## config.mk

```make
export PLATFORM = sky130hd
export DESIGN_NAME = cypher_seq_detector
export DESIGN_NICKNAME = d
export VERILOG_FILES = /design/src/rtl/cypher_seq_detector.sv
export SDC_FILE = /design/constraint.sdc
export NUM_CORES = 1
export LEC_CHECK = 0
export BUFFER_PORTS_ARGS = -buffer_cell sky130_fd_sc_hd__buf_4
export CAP_MARGIN = 40
export CORE_UTILIZATION = 40
export DETAILED_ROUTE_END_ITERATION = 10
export GPL_TIMING_DRIVEN = 0
export PLACE_DENSITY = 0.57
export SLEW_MARGIN = 20
export SYNTH_ARGS = -nofsm -noshare
export SYNTH_HDL_FRONTEND = slang
export SYNTH_SLANG_ARGS = --single-unit
export TNS_END_PERCENT = 1
```

## constraint.sdc

```tcl
create_clock -name clk -period 2.65 [get_ports clk]
set_clock_uncertainty 0.2 [all_clocks]
set_input_delay 0.265 -clock clk [delete_from_list [all_inputs] [get_ports clk]]
set_output_delay 0.265 -clock clk [all_outputs]
set_load 0.02 [all_outputs]
```

## src/rtl/cypher_seq_detector.sv

```systemverilog
// Streaming cypher detector: programmable SEQ_LEN x SYM_W pattern,
// one-cycle hit pulse, saturating match counter with sticky overflow.
module cypher_seq_detector #(
  parameter int SYM_W   = 4,
  parameter int SEQ_LEN = 4,
  parameter int CNT_W   = 8,
  parameter int OVERLAP = 1
) (
  input  logic                         clk,
  input  logic                         reset,
  input  logic [SYM_W*SEQ_LEN-1:0]     cypher,
  input  logic                         load_cypher,
  input  logic [SYM_W-1:0]             symbol_in,
  input  logic                         symbol_valid,
  input  logic                         clear_count,
  output logic                         collected_signal,
  output logic [CNT_W-1:0]             match_count,
  output logic [$clog2(SEQ_LEN+1)-1:0] progress,
  output logic                         overflow
);

  localparam int W  = SYM_W * SEQ_LEN;
  localparam int PW = $clog2(SEQ_LEN + 1);
  localparam logic [PW-1:0] FULL = PW'(SEQ_LEN);

  logic [W-1:0]     r_cypher;
  logic [W-1:0]     r_window;
  logic [PW-1:0]    r_fill;
  logic [CNT_W-1:0] r_count;
  logic             r_pulse;
  logic             r_ovf;

  logic [W-1:0]     w_window_next;
  logic [PW-1:0]    w_fill_next;
  logic             w_accept;
  logic             w_match;

  // Post-shift window/fill and the match decision; newest symbol
  // enters the top slot so slot 0 always holds the oldest one.
  always_comb begin
    w_accept      = symbol_valid && !load_cypher;
    w_window_next = {symbol_in, r_window[W-1:SYM_W]};
    w_fill_next   = (r_fill == FULL) ? FULL : r_fill + PW'(1);
    w_match       = w_accept
                 && (w_fill_next == FULL)
                 && (w_window_next == r_cypher);
  end

  // Cypher register, symbol window and fill level.
  always_ff @(posedge clk) begin
    if (reset) begin
      r_cypher <= '0;
      r_window <= '0;
      r_fill   <= '0;
    end else if (load_cypher) begin
      r_cypher <= cypher;
      r_window <= '0;
      r_fill   <= '0;
    end else if (symbol_valid) begin
      r_window <= w_window_next;
      if (w_match && (OVERLAP == 0))
        r_fill <= '0;
      else
        r_fill <= w_fill_next;
    end
  end

  // Hit pulse, saturating counter and sticky overflow; a clear that
  // lands on a match edge still counts that match.
  always_ff @(posedge clk) begin
    if (reset) begin
      r_pulse <= 1'b0;
      r_count <= '0;
      r_ovf   <= 1'b0;
    end else begin
      r_pulse <= w_match;
      if (clear_count) begin
        r_count <= w_match ? CNT_W'(1) : '0;
        r_ovf   <= 1'b0;
      end else if (w_match) begin
        if (&r_count)
          r_ovf <= 1'b1;
        else
          r_count <= r_count + CNT_W'(1);
      end
    end
  end

  assign collected_signal = r_pulse;
  assign match_count      = r_count;
  assign progress         = r_fill;
  assign overflow         = r_ovf;

endmodule
```

==> results of run 1 <==
[registers in the layout, summed over array words and instances (netlist names)]
register          flops
r_cypher             16
overflow              1
r_window             12
collected_signal      1
progress              3
match_count           8
[worst max-delay path by stage]
stage	start	endpoint	slack (ns)	depth (start not counted)
after floorplan	progress[0]	match_count[5]	0.40	9
after global placement	progress[0]	match_count[7]	0.24	9
after detailed placement	progress[0]	match_count[7]	0.26	9
after CTS	progress[0]	match_count[7]	0.24	9
after global routing	progress[0]	match_count[7]	0.02	9
final	progress[0]	match_count[7]	0.22	9
[cell usage after synthesis, drive strengths merged]
cell type,instances
a21oi,7
a311oi,1
a31oi,1
a41oi,1
and3,1
and4,3
buf,4
clkbuf,5
dfxtp,41
ha,3
inv,11
mux2i,32
nand2,3
nand2b,6
nand3,5
nand3b,2
nand4,5
nand4b,2
nor2,36
nor2b,1
nor3,2
nor4,4
o2111ai,1
o21ai,6
o22ai,1
or2,2
or3,5
xnor2,10
xor2,1
[timing repair]
action                                 in CTS  in global routing
hold buffers                                0                  1
endpoints found under the hold margin       0                  1
setup endpoints to repair                   0                  0
[worst max-delay path, stage by stage, from the launching register on]
cell	delay [ns]
dfxtp_1	0.40
inv_1	0.06
ha_1	0.31
nor2_1	0.15
nand3b_1	0.10
nor4_1	0.30
nand4b_1	0.13
buf_2	0.20
nor4_1	0.29
mux2i_1	0.23
[power by group through the flow]
stage	Combinational [uW]	Sequential (uW)	Clock [uW]
final	133	648	519
after global routing	145	650	550
after CTS	134	648	529
after detailed placement	133	663	0
after global placement	132	663	0
after floorplan	83.8	660	0
[placed cells by master, fill, tap and decap left out, types with 4 or more instances in the layout]
master,instances
or3_1,4
dfxtp_1,41
xnor2_1,9
nor2_1,36
nand3_1,5
o21ai_0,6
nand2b_1,6
a21oi_1,7
clkbuf_8,6
clkbuf_1,6
buf_4,35
inv_1,11
nand4_1,5
mux2i_1,32
[cell families after synthesis]
kind of cell	synth area share [%]
xor gates and xnor gates	5.57
muxes	17.2
and+or+nand+nor	21.4
buffers and inverters	4.23
AOI/OAI and AO/OA	5.57
DFF	44.0
adders and majority gates	2.01
[layer usage]
layer  routed length, um  part of all wire (%)  vias up
li1                    -                     -      783
met2                1820                    47       25
met3                 137                   3.5        5
met5                   0                     0        -
met4                  44                   1.1        0
met1                1890                    49      685
[stage by stage]
step	worst slack (ns)	total power, uW	hold slack, ns
2_1_floorplan	0.403	744	0.212
3_3_place_gp	0.242	795	0.260
3_5_place_dp	0.260	796	0.263
4_1_cts	0.238	1310	0.00302
5_1_grt	0.0163	1340	0.00185
6_report	0.217	1300	0.00442
[final cells by class]
cell class / count / area, um^2 / share of cell area (%)
Inverter: 11 / 41.3 / 1.78
Clock inverter: 1 / 30.0 / 1.30
Clock buffer: 7 / 86.3 / 3.72
Timing Repair Buffer: 36 / 273 / 11.8
Sequential cell: 41 / 821 / 35.4
Multi-Input combinational cell: 141 / 965 / 41.6
Tap cell: 52 / 65.1 / 2.81
Buffer: 9 / 37.5 / 1.62
==> metrics.txt, run 1 <==
status=finished clean; worst reg2reg path endpoint=match_count[7]; synth top area cells=dfxtp_1 (44%), mux2i_1 (17%), nor2_1 (7.2%); Setup crit end kind=flip-flop; Slew headroom=49.2%; Hold Path Depth=3; Yosys warning count=0; post-synthesis register bit count=41; M2 GR Usage=25.4%; Max IR drop VDD=0.336 mV; Net Switching=290 uW; final worst path period need=2.43 ns; gp weighted congestion=0.793; Pins Over Slew Limit=0; post-synth top area share=44.0%; vias after detailed routing=1498; static leakage=0.000966 uW; Reg clk slew, reported paths=0.08 ns; worst skew pair latency=0.29 ns; cts repair resizes=0; Die Ht=70.3 um; grt met3 use=4.18%; net switching fraction of the power=22.3%; grt ovf=0; non-filler cells, final=298; critical path peak fanout=10; Hold Path Class=in -> reg; Routed WL per cell=between 10 and 15 um; number of global-route vias before repair=1350; Hold Path Origin=cypher[1]; count of distinct cell types in the synthesized netlist=34; Fillers=about 430; Tcrit/Tclk final=91.8%; Ports=38; Inserted Diodes=0; Reg power frac=49.9%; Synth Net Count=between 200 and 250; TritonCTS clock tree=built; final hold violations=0; met1 Track Usage GR=21.2%; layout net count=273; Placed Cells=289; antenna violations before repair=0; Comb power frac=10.2%; worst r2r path cells=9; residual DRC count=0; antenna viol nets, final=0; P&R area growth vs syn=24.4%; root buffer cell=clkbuf_8; worst flop-to-flop path startpoint=progress[0]; f_max=between 400 and 500 MHz; clock network power share=39.9%; layout cells sized above 1=20.7%; die area=approximately 5000 um^2; Max Cap Viol=0; Required @ worst endpoint=2.67 ns; RSZ-0062 raised after global routing=false; FP Rows=24; CP Class=reg -> reg; synthesized area=1860 um^2; dominant cell type by area after synthesis=dfxtp_1; largest net degree at the start of global routing=13; PortBufs=35; Pwr per Cell Area=561 nW/um^2; reg-to-reg slack, setup=0.22 ns; cell area after layout=2320 um^2; die width=70.3 um; initial core utilization=42.2%; CTS H-tree depth=2; syn_area_per_cell=9.23 um^2; Vias/cell=5.03; Mapped Cells=202; first-pass GRT wire length=6.24 mm; Placed Area=2190 um^2; CP startpoint kind=flip-flop; Top Usage Layer GRT=met2; Setup Viol. Count Final=0; # Post-CTS Setup Buffers=0; Hold Crit Endpoint=r_cypher[1]; crit path DAT=2.45 ns; setup TNS=0 ns; total track usage=16.0%; CTS max path bufs=2; Final HPWL DP=2.96 mm; internal power=just over 1000 uW; final core occ=52.5%; Pre-antenna DRT Iters=4; Seq/Total Area, Yosys=44.0%; Iter 0 DRT Violations=62; clock sink count=41; transition time of the tightest slew-check pin=0.763 ns; Total Wirelength=3.88 mm; cts bufs inserted=5; Placeable Area=between 4000 and 5000 um^2
(Power assumes the default switching activity.)
==> run 2, diff against run 1 <==
--- a/config.mk
+++ b/config.mk
@@ -7,6 +7,7 @@
 export LEC_CHECK = 0
 export BUFFER_PORTS_ARGS = -buffer_cell sky130_fd_sc_hd__buf_4
 export CAP_MARGIN = 40
+export CORE_ASPECT_RATIO = 0.8
 export CORE_UTILIZATION = 40
 export DETAILED_ROUTE_END_ITERATION = 10
 export GPL_TIMING_DRIVEN = 0
==> run 2 against run 1 <==
Compared with the run above:
- global-route usage grew 2.6 points
- clock-buffer cell count decreased by 1
- utilization up 1.6 points
- flip-flop and latch count stayed put
- final cell count up 2.3%
- setup slack better by 0.056 ns
- maximum frequency increased by 2.3%
- non-clock buffer count rose by 2
- sequential power about the same
- die area about the same
==> metrics.txt, run 2 (synthesis results as in run 1) <==
status=finished clean; CTS Hold Bufs=3 (+3); grt ovf=0 (unchanged); Ports=38 (unchanged); CTS max path bufs=2 (unchanged); gp weighted congestion=0.837 (+5.5%); setup TNS=0 ns (unchanged); Reg power frac=49.7% (-0.2 points); Setup crit end=match_count[3]; worst skew pair latency=0.29 ns (about the same); reg-to-reg slack, setup=0.27 ns (+0.06 ns); Min Hold Slack=0.00523 ns (+0.000808 ns); CP startpoint kind=flip-flop; layout net count=275 (+0.73%); critical path peak fanout=10 (unchanged); # Post-CTS Setup Buffers=0 (unchanged); final hold violations=0 (unchanged); TritonCTS clock tree=built; Hold Path Class=in -> reg; antenna viol nets, final=0 (unchanged); residual DRC count=0 (unchanged); FP Rows=21 (-13%); vias after detailed routing=1548 (+3.3%); max reg flops=16 (unchanged); CP Class=reg -> reg; cts bufs inserted=5 (unchanged); antenna violations before repair=0 (unchanged); Reg with most FFs=r_cypher; first-pass GRT wire length=7.04 mm (+13%); Fillers=423 (-2.5%); cts repair resizes=0 (unchanged); min setup slack post-route=0.272 ns (+0.0557 ns); worst flop-to-flop path startpoint=progress[0]; Comb power frac=10.4% (+0.2 points); PortBufs=35 (unchanged); Routed WL per cell=13.6 um (+4.4%); die area=4940 um^2 (about the same); final worst path period need=2.38 ns (-0.0557 ns); net switching fraction of the power=22.6% (+0.28 points); internal power=1010 uW (about the same); Inserted Diodes=0 (unchanged); Placeable Area=4340 um^2 (-1.8%); worst r2r path cells=9 (unchanged); most frequent cells in the layout=dfxtp_1 (41), nor2_1 (36), buf_4 (35); Die Ht=63.1 um (-10%); cell area after layout=2350 um^2 (+1.3%); Required @ worst endpoint=2.68 ns (about the same); f_max=421 MHz (+2.3%); multi-input logic area=965 um^2 (unchanged); clock network power share=39.8% (about the same); Seq. cell area=821 um^2 (unchanged); total track usage=18.6% (+2.6 points); layout cells sized above 1=21.0% (+0.24 points); initial core utilization=43.0% (+0.77 points); Pwr per Cell Area=556 nW/um^2 (-0.84%); largest net degree at the start of global routing=14 (+1); die width=78.3 um (+11%); worst reg2reg path endpoint=match_count[3]; Max Cap Viol=0 (unchanged); Setup Viol. Count Final=0 (unchanged); transition time of the tightest slew-check pin=0.724 ns (-0.0385 ns); Setup crit end kind=flip-flop; Final HPWL DP=3.09 mm (+4.6%); Placed Area=2200 um^2 (+0.29%); Pins Over Slew Limit=0 (unchanged); Total Wirelength=4.15 mm (+6.9%); static leakage=0.000974 uW (+0.76%); Slew headroom=51.7% (+2.6 points); Reg clk slew, reported paths=0.08 ns (about the same); critical path launch point=progress[0]; Placement Setup Slack=0.277 ns (+0.0173 ns); clock sink count=41 (unchanged); number of global-route vias before repair=1419 (+5.1%); RSZ-0062 raised after global routing=false; P&R area growth vs syn=26.0%; Placed Cells=294 (+1.7%); crit path DAT=2.40 ns (-0.05 ns); Pre-antenna DRT Iters=4 (unchanged); Iter 0 DRT Violations=77 (+24%); Max IR drop VDD=0.427 mV (+27%); CTS H-tree depth=2 (unchanged); root buffer cell=clkbuf_8; most common cell after layout, fill and taps aside=dfxtp_1; non-filler cells, final=305 (+2.3%); Net Switching=295 uW (+1.7%); Tcrit/Tclk final=89.7% (-2.1 points); Vias/cell=5.08 (+0.97%)
## run 2: cell types whose count changed in the layout (fill, tap and decap cells not counted)
cell,previous run,this run
clkinvlp_4,0,1
clkbuf_1,6,5
dlygate4sd3_1,1,3
## run 2: layout make-up
cell class                      count  share of cell area [%]
Timing Repair Buffer               38                    12.5
Tap cell                           57                    3.04
Clock inverter                      2                    1.60
Multi-Input combinational cell    141                    41.1
Buffer                              9                    1.60
Inverter                           11                    1.76
Clock buffer                        6                    3.52
Sequential cell                    41                    34.9
## run 2: power groups by stage
stage | clock (uW) | sequential (uW) | combinational, uW
after floorplan | 0 | 660 | 83.8
after global placement | 0 | 664 | 132
after detailed placement | 0 | 663 | 133
after CTS | 534 | 649 | 138
after global routing | 566 | 652 | 151
final | 520 | 649 | 136
## run 2: per-stage QoR
stage / util, % / power [uW]
6_report: 54.2 / 1310
5_1_grt: 54.2 / 1370
4_1_cts: 54.2 / 1320
3_5_place_dp: 50.7 / 796
3_3_place_gp: 50.7 / 796
2_1_floorplan: - / 744
## run 2: worst min path at each step
stage	slack, ns	cells after the start	from	to
floorplan	0.21	2	symbol_in[3]	r_window[15]
global placement	0.27	2	overflow	overflow
detailed placement	0.27	2	overflow	overflow
CTS	0.001	3	cypher[10]	r_cypher[10]
global route	0.008	3	cypher[7]	r_cypher[7]
finish	0.005	3	cypher[10]	r_cypher[10]
## run 2: layer usage
layer  GRT usage [%]  part of all wire, %
met3            4.35                  4.8
met5               0                    0
met1            28.7                   55
met2            24.6                   39
met4            6.25                  1.2
## run 2: worst max-delay path, cell delays in order, from the launching register on
cell and delay [ns]:
dfxtp_1 0.40, inv_1 0.06, ha_1 0.31, nor2_1 0.13
nand3b_1 0.09, nor4_1 0.32, nand4b_1 0.15, buf_2 0.20
or3_1 0.31, a21oi_1 0.15
==> run 3, diff against run 2 <==
--- a/config.mk
+++ b/config.mk
@@ -12,6 +12,7 @@
 export DETAILED_ROUTE_END_ITERATION = 10
 export GPL_TIMING_DRIVEN = 0
 export PLACE_DENSITY = 0.57
+export SETUP_SLACK_MARGIN = 0.2
 export SLEW_MARGIN = 20
 export SYNTH_ARGS = -nofsm -noshare
 export SYNTH_HDL_FRONTEND = slang
==> constraint.sdc (replaced) <==
create_clock -name clk -period 2.65 [get_ports clk]
set_clock_uncertainty 0.2 [all_clocks]
set_input_delay 0 -clock clk [delete_from_list [all_inputs] [get_ports clk]]
set_output_delay 0 -clock clk [all_outputs]
set_load 0.02 [all_outputs]
==> run 3 against run 2 <==
Compared with the run above:
- combinational power grew 28%
- flip-flop and latch count is the same
- non-clock buffer count grew 27
- clock power grew 1%
- cell area grew 12%
- via count grew 7.7%
- register-to-register slack gained 0.08 ns
- maximum frequency grew 3.3%
- first-iteration DRC count grew 21%
- die area is the same
- critical path depth is the same
- critical endpoint unchanged
==> metrics.txt, run 3 (synthesis results as in run 1) <==
Reg with most FFs=r_cypher; CTS max path bufs=2 (unchanged); Reg power frac=48.1% (-1.6 points); Total Wirelength=4.56 mm (+9.9%); Pre-antenna DRT Iters=4 (unchanged); crit-path leading delay family=simple AND/OR/NAND/NOR gates; Min Hold Slack=0.163 ns (+0.157 ns); first-pass GRT wire length=7.62 mm (+8.3%); Ports=38 (unchanged); Hold Path Class=in -> reg; setup TNS=0 ns (unchanged); crit path DAT=2.33 ns (-0.07 ns); FP Rows=21 (unchanged); Inserted Diodes=0 (unchanged); RSZ-0062 raised after global routing=true; antenna violations before repair=0 (unchanged); Critical-path top delay cell=dfxtp_2; layout cells sized above 1=20.4% (-0.60 points); initial core utilization=43.0% (unchanged); largest net degree at the start of global routing=14 (unchanged); cell chain of the critical path=inv_1 > ha_1 > nor2_1 > nand3b_1 > nor4_2 > nand4b_1 > buf_4 > or3_1 > a21oi_1; worst skew pair latency=0.30 ns (about the same); total track usage=20.1% (+1.5 points); Placeable Area=4340 um^2 (unchanged); slowest stage delay, CP=0.37 ns (-0.03 ns); final worst path period need=2.30 ns (-0.0754 ns); Comb power frac=12.9% (+2.5 points); Placement Setup Slack=0.277 ns (unchanged); P&R area growth vs syn=41.4%; residual DRC count=0 (unchanged); root buffer cell=clkbuf_8; Max Cap Viol=0 (unchanged); CP Buf/Inv Count=2 (unchanged); CP startpoint kind=flip-flop; Pins Over Slew Limit=0 (unchanged); most common cell after layout, fill and taps aside=dfxtp_1; clock network power share=39.0% (-0.8 points); Die Ht=63.1 um (unchanged); TritonCTS clock tree=built; CTS H-tree depth=2 (unchanged); Final HPWL DP=3.09 mm (unchanged); Setup Viol. Count Final=0 (unchanged); static leakage=0.00108 uW (+11%); Setup crit end kind=flip-flop; clock sink count=41 (unchanged); Tcrit/Tclk final=86.9% (-2.8 points); internal power=1040 uW (+2.9%); min setup slack post-route=0.348 ns (+0.0754 ns); PortBufs=35 (unchanged); number of global-route vias before repair=1544 (+8.8%); grt ovf=0 (unchanged); Pwr per Cell Area=512 nW/um^2 (-7.9%); layout net count=302 (+9.8%); die width=78.3 um (unchanged); Net Switching=308 uW (+4.7%); antenna viol nets, final=0 (unchanged); CP Class=reg -> reg; most frequent cells in the layout=dfxtp_1 (39), nor2_1 (36), buf_4 (36); final hold violations=0 (unchanged); net switching fraction of the power=22.9% (+0.29 points); f_max=434 MHz (+3.3%); Routed WL per cell=13.7 um (+0.96%); gp weighted congestion=0.837 (unchanged); Slew headroom=51.1% (-0.65 points); critical path peak fanout=10 (unchanged); transition time of the tightest slew-check pin=0.734 ns (+0.00974 ns); die area=4940 um^2 (unchanged); Vias/cell=5.02 (-1.1%); Iter 0 DRT Violations=93 (+21%); Reg clk slew, reported paths=0.08 ns (about the same); Max IR drop VDD=0.399 mV (-6.5%); Required @ worst endpoint=2.67 ns (about the same); status=finished clean; max reg flops=16 (unchanged); vias after detailed routing=1667 (+7.7%); cts bufs inserted=5 (unchanged)
## run 3: routing by layer
layer | global-route usage, % | vias up | wire [um]
li1 | - | 841 | -
met1 | 29.7 | 782 | 2430
met2 | 28.7 | 35 | 1910
met3 | 4.35 | 9 | 163
met4 | 6.25 | 0 | 62
met5 | 0 | - | 0
## run 3: area by class of cell
cell class / count / area, um^2
buffer: 9 / 40.0
clock buffer: 6 / 82.6
clock inverter: 2 / 37.5
fill: 395 / 1700
inverter: 11 / 41.3
multi-input combinational: 141 / 977
sequential: 41 / 823
tap: 57 / 71.3
timing repair buffer: 65 / 563
## run 3: worst paths after layout
path / startpoint / endpoint / slack, ns / cells after the start
max: progress[0] / match_count[3] / 0.35 / 9
min: load_cypher / collected_signal / 0.16 / 6
max reg2reg: progress[0] / match_count[3] / 0.35 / 9
min reg2reg: overflow / overflow / 0.29 / 2
## run 3: stage by stage
stage	cells	instance area (um^2)	total power [uW]	utilization, %
2_1_floorplan	202	1860	744	-
3_3_place_gp	294	2200	796	50.7
3_5_place_dp	294	2200	796	50.7
4_1_cts	332	2620	1360	60.4
5_1_grt	332	2640	1410	60.8
6_report	332	2640	1350	60.8
## run 3: repair_timing
| action | in CTS | in global routing |
|---|---|---|
| resized for setup | 0 | 6 |
| hold endpoints to repair | 34 | 0 |
| hold buffers | 30 | 0 |
| setup endpoints to repair | 0 | 4 |
| buffers inserted | 0 | 0 |
## run 3: power by group through the flow
stage | Clock (uW) | Combinational, uW | Sequential, uW
detailed placement | 0 | 133 | 663
global placement | 0 | 132 | 664
floorplan | 0 | 83.8 | 660
finish | 526 | 174 | 649
global route | 566 | 191 | 652
CTS | 534 | 173 | 649
## run 3: worst min-delay path, cell delays in order
cell and delay (ns):
buf_2 0.26, nor2_1 0.11, nand3_1 0.07, nor3_1 0.05
nand4_1 0.06, nor2_1 0.05
